## config.mk

```make
export PLATFORM = sky130hd
export DESIGN_NAME = ttl_gate_bank
export DESIGN_NICKNAME = d
export VERILOG_FILES = /design/src/rtl/ttl_pkg.sv /design/src/rtl/ttl_glitch_filter.sv /design/src/rtl/ttl_gate_bank.sv
export SDC_FILE = /design/constraint.sdc
export NUM_CORES = 1
export LEC_CHECK = 0
export CAP_MARGIN = 15
export CORE_AREA = 2 2 39 41
export CTS_CLUSTER_DIAMETER = 120
export DETAILED_ROUTE_END_ITERATION = 8
export DIE_AREA = 0 0 41 43
export SLEW_MARGIN = 0
export SYNTH_ARGS = -nofsm -noshare
export SYNTH_HDL_FRONTEND = slang
export SYNTH_HIERARCHICAL = 1
export SYNTH_SLANG_ARGS = --single-unit
```

## constraint.sdc

```tcl
create_clock -name clk -period 2.7 [get_ports clk]
set_clock_uncertainty 0.1 [all_clocks]
set_input_delay 0.405 -clock clk [delete_from_list [all_inputs] [get_ports clk]]
set_output_delay 0.405 -clock clk [all_outputs]
set_load 0.02 [all_outputs]
```

## src/rtl/ttl_pkg.sv

```systemverilog
// Shared types and helpers for the clocked TTL-style gate bank.
package ttl_pkg;

  typedef enum logic [1:0] {
    GATE_NAND = 2'd0,
    GATE_AND  = 2'd1,
    GATE_NOR  = 2'd2,
    GATE_OR   = 2'd3
  } gate_func_e;

  localparam int unsigned MaxInputs = 8;

  // Evaluates the gate over the low n bits of vec; upper bits are ignored.
  function automatic logic gate_eval(gate_func_e func, logic [MaxInputs-1:0] vec,
                                     int unsigned n);
    logic [MaxInputs-1:0] mask;
    logic                 all_one;
    logic                 any_one;
    mask    = {MaxInputs{1'b1}} >> (MaxInputs - n);
    all_one = &(vec | ~mask);
    any_one = |(vec & mask);
    case (func)
      GATE_NAND: gate_eval = ~all_one;
      GATE_AND:  gate_eval = all_one;
      GATE_NOR:  gate_eval = ~any_one;
      GATE_OR:   gate_eval = any_one;
      default:   gate_eval = 1'b0;
    endcase
  endfunction

  // Output level of the gate with all inputs low.
  function automatic logic rst_level(gate_func_e func);
    rst_level = gate_eval(func, '0, 2);
  endfunction

endpackage

```

## src/rtl/ttl_glitch_filter.sv

```systemverilog
// Per-channel persistence filter: cand must differ from y for FILTER enabled
// cycles before y follows. Also produces the one-cycle change flag.
module ttl_glitch_filter #(
  parameter int unsigned FILTER = 0,
  parameter logic        RST_Y  = 1'b1
) (
  input  logic clk,
  input  logic rst_n,
  input  logic en,
  input  logic cand,
  output logic y,
  output logic chg
);

  logic y_prev_q;

  if (FILTER == 0) begin : g_bypass
    assign y = cand;
    // y is not a register here, so force chg low while reset is held.
    assign chg = (y ^ y_prev_q) & rst_n;
  end else begin : g_filter
    localparam logic [3:0] CntMax = 4'(FILTER - 1);

    logic       y_q, y_d;
    logic [3:0] cnt_q, cnt_d;

    always_comb begin
      y_d   = y_q;
      cnt_d = cnt_q;
      if (cand == y_q) begin
        cnt_d = '0;
      end else if (cnt_q == CntMax) begin
        y_d   = cand;
        cnt_d = '0;
      end else begin
        cnt_d = cnt_q + 4'd1;
      end
    end

    always_ff @(posedge clk or negedge rst_n) begin
      if (!rst_n) begin
        y_q   <= RST_Y;
        cnt_q <= '0;
      end else if (en) begin
        y_q   <= y_d;
        cnt_q <= cnt_d;
      end
    end

    assign y   = y_q;
    assign chg = y_q ^ y_prev_q;
  end

  always_ff @(posedge clk or negedge rst_n) begin
    if (!rst_n) begin
      y_prev_q <= RST_Y;
    end else if (en) begin
      y_prev_q <= y;
    end
  end

endmodule

```

## src/rtl/ttl_gate_bank.sv

```systemverilog
// Bank of CHANNELS identical INPUTS-wide gates with a clocked propagation
// delay line and optional per-channel glitch filtering.
module ttl_gate_bank
  import ttl_pkg::*;
#(
  parameter int unsigned CHANNELS = 3,
  parameter int unsigned INPUTS   = 3,
  parameter gate_func_e  FUNC     = GATE_NAND,
  parameter int unsigned LATENCY  = 1,
  parameter int unsigned FILTER   = 0
) (
  input  logic                       clk,
  input  logic                       rst_n,
  input  logic                       en,
  input  logic [CHANNELS*INPUTS-1:0] a,
  output logic [CHANNELS-1:0]        y,
  output logic [CHANNELS-1:0]        chg
);

  if (CHANNELS < 1 || CHANNELS > 16) begin : g_bad_channels
    $error("ttl_gate_bank: CHANNELS must be 1..16");
  end
  if (INPUTS < 2 || INPUTS > MaxInputs) begin : g_bad_inputs
    $error("ttl_gate_bank: INPUTS must be 2..8");
  end
  if (LATENCY > 8) begin : g_bad_latency
    $error("ttl_gate_bank: LATENCY must be 0..8");
  end
  if (FILTER > 15) begin : g_bad_filter
    $error("ttl_gate_bank: FILTER must be 0..15");
  end

  localparam logic                RstLvl = rst_level(FUNC);
  localparam logic [CHANNELS-1:0] RstY   = {CHANNELS{RstLvl}};

  logic [CHANNELS-1:0] f;
  logic [CHANNELS-1:0] cand;

  always_comb begin
    logic [MaxInputs-1:0] slice;
    f = '0;
    for (int unsigned c = 0; c < CHANNELS; c++) begin
      slice              = '0;
      slice[INPUTS-1:0]  = a[c*INPUTS +: INPUTS];
      f[c]               = gate_eval(FUNC, slice, INPUTS);
    end
  end

  if (LATENCY == 0) begin : g_no_delay
    assign cand = f;
  end else begin : g_delay
    logic [CHANNELS-1:0] dly_q [LATENCY];

    always_ff @(posedge clk or negedge rst_n) begin
      if (!rst_n) begin
        for (int i = 0; i < LATENCY; i++) dly_q[i] <= RstY;
      end else if (en) begin
        dly_q[0] <= f;
        for (int i = 1; i < LATENCY; i++) dly_q[i] <= dly_q[i-1];
      end
    end

    assign cand = dly_q[LATENCY-1];
  end

  for (genvar c = 0; c < CHANNELS; c++) begin : g_chan
    ttl_glitch_filter #(
      .FILTER(FILTER),
      .RST_Y (RstLvl)
    ) u_filter (
      .clk  (clk),
      .rst_n(rst_n),
      .en   (en),
      .cand (cand[c]),
      .y    (y[c]),
      .chg  (chg[c])
    );
  end

endmodule

```

Yosys cells after proc, flatten, opt, wreduce, memory -nomap -nowiden
Cells that the tools add are included.
{"block": "word_totals", "ff_bits": 6, "in_bits": 12, "output_inout_bits": 6, "word_cells": 16}
{"block": "op_classes", "bitwise_logic": 9, "reduce_logical": 3}
{"cell": "3-bit AND reduction", "count": 3}
{"cell": "1-bit AND", "count": 3}
{"cell": "1-bit inverter", "count": 3}
{"cell": "1-bit XOR", "count": 3}

Longest topological paths before layout
{"block": "depth", "word_depth": 2, "mapped_depth": 2}

Modules after synthesis
Netlist, hierarchy kept.
{"module": "ttl_glitch_filter", "n_inst": 3, "cells_per_inst": 5, "area_each_um2": 60.1, "seq_area_each_um2": 26.3}
{"module": "ttl_gate_bank", "n_inst": 1, "cells_per_inst": 9, "area_each_um2": 116.4, "seq_area_each_um2": 78.8}

Worst setup path after synthesis
Ideal clock, no wire load.
{"block": "synth_timing", "kind": "register -> output", "from": "register g_delay.dly_q, in the netlist cand[0]", "to": "output chg[0]", "arrival_time_ns": 0.893, "required_time_ns": 2.195, "path_slack_ns": 1.302, "path_stages_with_launch": 3, "cell_sequence": "dfstp_2 > xor2_1 > and2_1"}
{"block": "synth_via", "elab_chain_len": 2}
{"element": "start, declared", "line": "ttl_gate_bank.sv:52", "text": "logic [CHANNELS-1:0] dly_q [LATENCY];"}
{"element": "1-bit XOR", "line": "ttl_glitch_filter.sv:20", "text": "assign chg = (y ^ y_prev_q) & rst_n;"}
{"element": "1-bit AND", "line": "ttl_glitch_filter.sv:20"}
{"element": "end, declared", "line": "ttl_gate_bank.sv:17", "text": "output logic [CHANNELS-1:0] chg"}
No other way between the ends.

Worst setup path after layout
{"block": "layout_timing", "from": "input rst_n", "to": "output chg[2]"}
{"block": "layout_via", "elab_chain_len": 1}
{"element": "start, declared", "line": "ttl_gate_bank.sv:13", "text": "input logic rst_n,"}
{"element": "1-bit AND", "line": "ttl_glitch_filter.sv:20"}
No other way between the ends.

==> results_dict.tcl <==
set metrics [dict create \
    synth_mux_area_share_pct 11.4 \
    drive_gt1_share_pct 23.8 \
    n_fill_cell 143 \
    crit_required_ns 2.19 \
    worst_path_most_repeated_cell "clkdlybuf4s50_1" \
    cp_top_family "buffers and inverters" \
    grt_max_degree 10 \
    multiInputGateArea_um2 116 \
    grt_pass1_vias 234 \
    area_growth_pct 66.7 \
    tightestPinTransition_ns 0.360 \
    rr_endpoint "cand[0]" \
    synth-simple-area-share_pct 10.1 \
    die_area_mm2 0.00176 \
    finalHoldViolCount 0 \
    grt_overflow 0 \
    yosysSeqAreaShare_pct 53.2 \
    status "completed" \
    tritoncts "yes" \
    seqPwrFrac_pct 44.7 \
    min_from "cand[0]" \
    ir_worst_vdd_uv 169 \
    p_int_mw 0.184 \
    io_pins 18 \
    vias 246 \
    syn_area_per_cell_um2 12.4 \
    max_cap_violations 0 \
    switching_power_mw 0.0536 \
    num_rows 14 \
    ys_ff_latch 6 \
    rr_startpoint "cand[0]" \
    initial_core_util_pct 21.4 \
    ctsResizeCount 0 \
    syn-instance-count 24 \
    cp-end-kind "primary output" \
    synth_top_family_by_area "multiplexers" \
    synth_area_leaders "dfstp_2 (53%), mux2_1 (11%), a41oi_1 (8.9%)" \
    hold_path_depth 2 \
    setup_ws_ns 0.440 \
    drv_slew 0 \
    worst_hold_slack_ns 0.420 \
    crit_chain "clkdlybuf4s50_1 -> and2_1 -> clkdlybuf4s50_1" \
    synth_async_sr_flop_share_pct 100 \
    drt_iter0_drc 2 \
    path_max_fanout 7 \
    post-place-ws_ns 0.423 \
    path_buf_inv 2 \
    p_leak_nw 0.179 \
    setup-violations-final 0 \
    cts-root-buf "clkbuf_4" \
    yosysUniqueCellTypes 7 \
    core_area_mm2 0.00138 \
    clock_sinks 6 \
    slew_headroom_pct 75.9 \
    r2r_setup_slack_ns 1.74 \
    antenna_cells 0 \
    comb_power_share_pct 22.2 \
    layout.nets 56 \
    hold_class "reg2reg" \
    clkTransAtPathRegs_ns 0.04 \
    min_period_ns 2.26 \
    hold_path_end "cand[0]" \
    synthXorXnorAreaFrac_pct 8.86 \
    cpPeakStageDelay_ns 0.60 \
    gp_congestion 0.661 \
    synth_top_cell_by_area "dfstp_2" \
    rsz0062_at_grt "false" \
    grt_pass1_wl_um 848 \
    yosys_warnings 6 \
    yosysMostFrequentCell "dfstp_2" \
    crit_slowest_cell "clkdlybuf4s50_1" \
    fmax_ghz 0.442 \
    drc_errors 0 \
    clock_latency_ns 0.24 \
    ant_nets 0 \
    regArea_um2 158 \
    synth-compound-area-share_pct 8.86 \
    hpwl_um 456 \
    vias_per_cell 4.24 \
    p_per_area_mw_per_mm2 481 \
    fin_tns_setup_ns 0 \
    wire_per_inst_um 9.53 \
    post-route-period-util_pct 83.7 \
    fp.dieH_um 43 \
    cp.depth 3 \
    synth-edff-count 0 \
    critPathKind "in2out" \
    drt-total-wl_um 553 \
    die_w_um 41 \
    cts_buffers 3 \
    cts_hold_buffers 0 \
    r2r_cells 2 \
    cp-start-kind "input pin" \
    htreeDepth 1 \
    worst-endpoint-arrival_ns 1.76 \
    port_buffers 17 \
    power.share.clock_pct 33.2 \
    syn_area_um2 297 \
    drt_first_pass_iters 3 \
    ctsLongestPathBuffers 2 \
    cts_setup_buffers 0 \
    syn-num-nets 36 \
    synth_fa_ha_area_share_pct 0 \
    grt_use_total_pct 7.69 \
    yosysTopAreaCellShare_pct 53.2 \
    antenna_found_initial 0 \
    ys.flop_type "dfstp_2" \
    p_sw_share_pct 22.5 \
]
worst max-delay path by stage:
stage | from | endpoint | slack [ns]
floorplan | cand[0] | chg[0] | 1.30
global placement | rst_n | chg[2] | 0.41
detailed placement | rst_n | chg[2] | 0.42
CTS | rst_n | chg[2] | 0.41
global route | rst_n | chg[2] | 0.34
finish | rst_n | chg[2] | 0.44
logic make-up (layout without fill, tap and decap cells):
family                    Yosys count  in the layout
AOI/OAI and AO/OA                   3              3
and+or+nand+nor                     6              6
muxes                               3              3
xor gates and xnor gates            3              3
DFF                                 6              6
buffers and inverters               3             21
layout make-up:
cell class	instances	area share [%]
clock buffer	3	4.56
multi-input combinational	15	23.5
sequential	6	31.9
tap	16	4.05
timing repair buffer	18	35.9
per-stage QoR:
step                instance area (um2)  util (%)  cells  power [mW]
floorplan                           297         -     24       0.129
finish                              494      35.7     58       0.238
global placement                    472      34.1     55       0.160
global route                        494      35.7     58       0.253
detailed placement                  472      34.1     55       0.161
CTS                                 494      35.7     58       0.244
routing by layer:
layer  vias to the layer above  track usage, %  routed length [um]
met3                         0            4.71                  59
met1                       118            6.93                 221
met4                         0            6.00                   0
li1                        118               -                   -
met5                         -               0                   0
met2                        10            11.6                 273
power by group through the flow:
stage	Combinational, mW	Clock, mW	Sequential (mW)
final	0.0527	0.0788	0.106
after global routing	0.0573	0.0883	0.107
after CTS	0.0537	0.0844	0.106
after detailed placement	0.0534	0	0.107
after global placement	0.0531	0	0.107
after floorplan	0.0231	0	0.106
placed cells by master, fill, tap and decap left out, drive strengths merged:
| cell type | synthesis | routed |
|---|---|---|
| a41oi | 3 | 3 |
| and2 | 3 | 3 |
| buf | 3 | 1 |
| clkbuf | 0 | 3 |
| clkdlybuf4s50 | 0 | 17 |
| dfstp | 6 | 6 |
| mux2 | 3 | 3 |
| nor2 | 3 | 3 |
| xor2 | 3 | 3 |
worst register-to-register path, delay by kind of cell, from the launching register on:
family	cells	cell delay [ns]
compound gates	1	0.18
simple gates	1	0.04
flops	1	0.55
flip-flops by register name, summed over array words and instances (netlist names):
signal                    count
cand                          3
g_chan.u_filter/y_prev_q      3
Power figures use the tool's default switching activity.
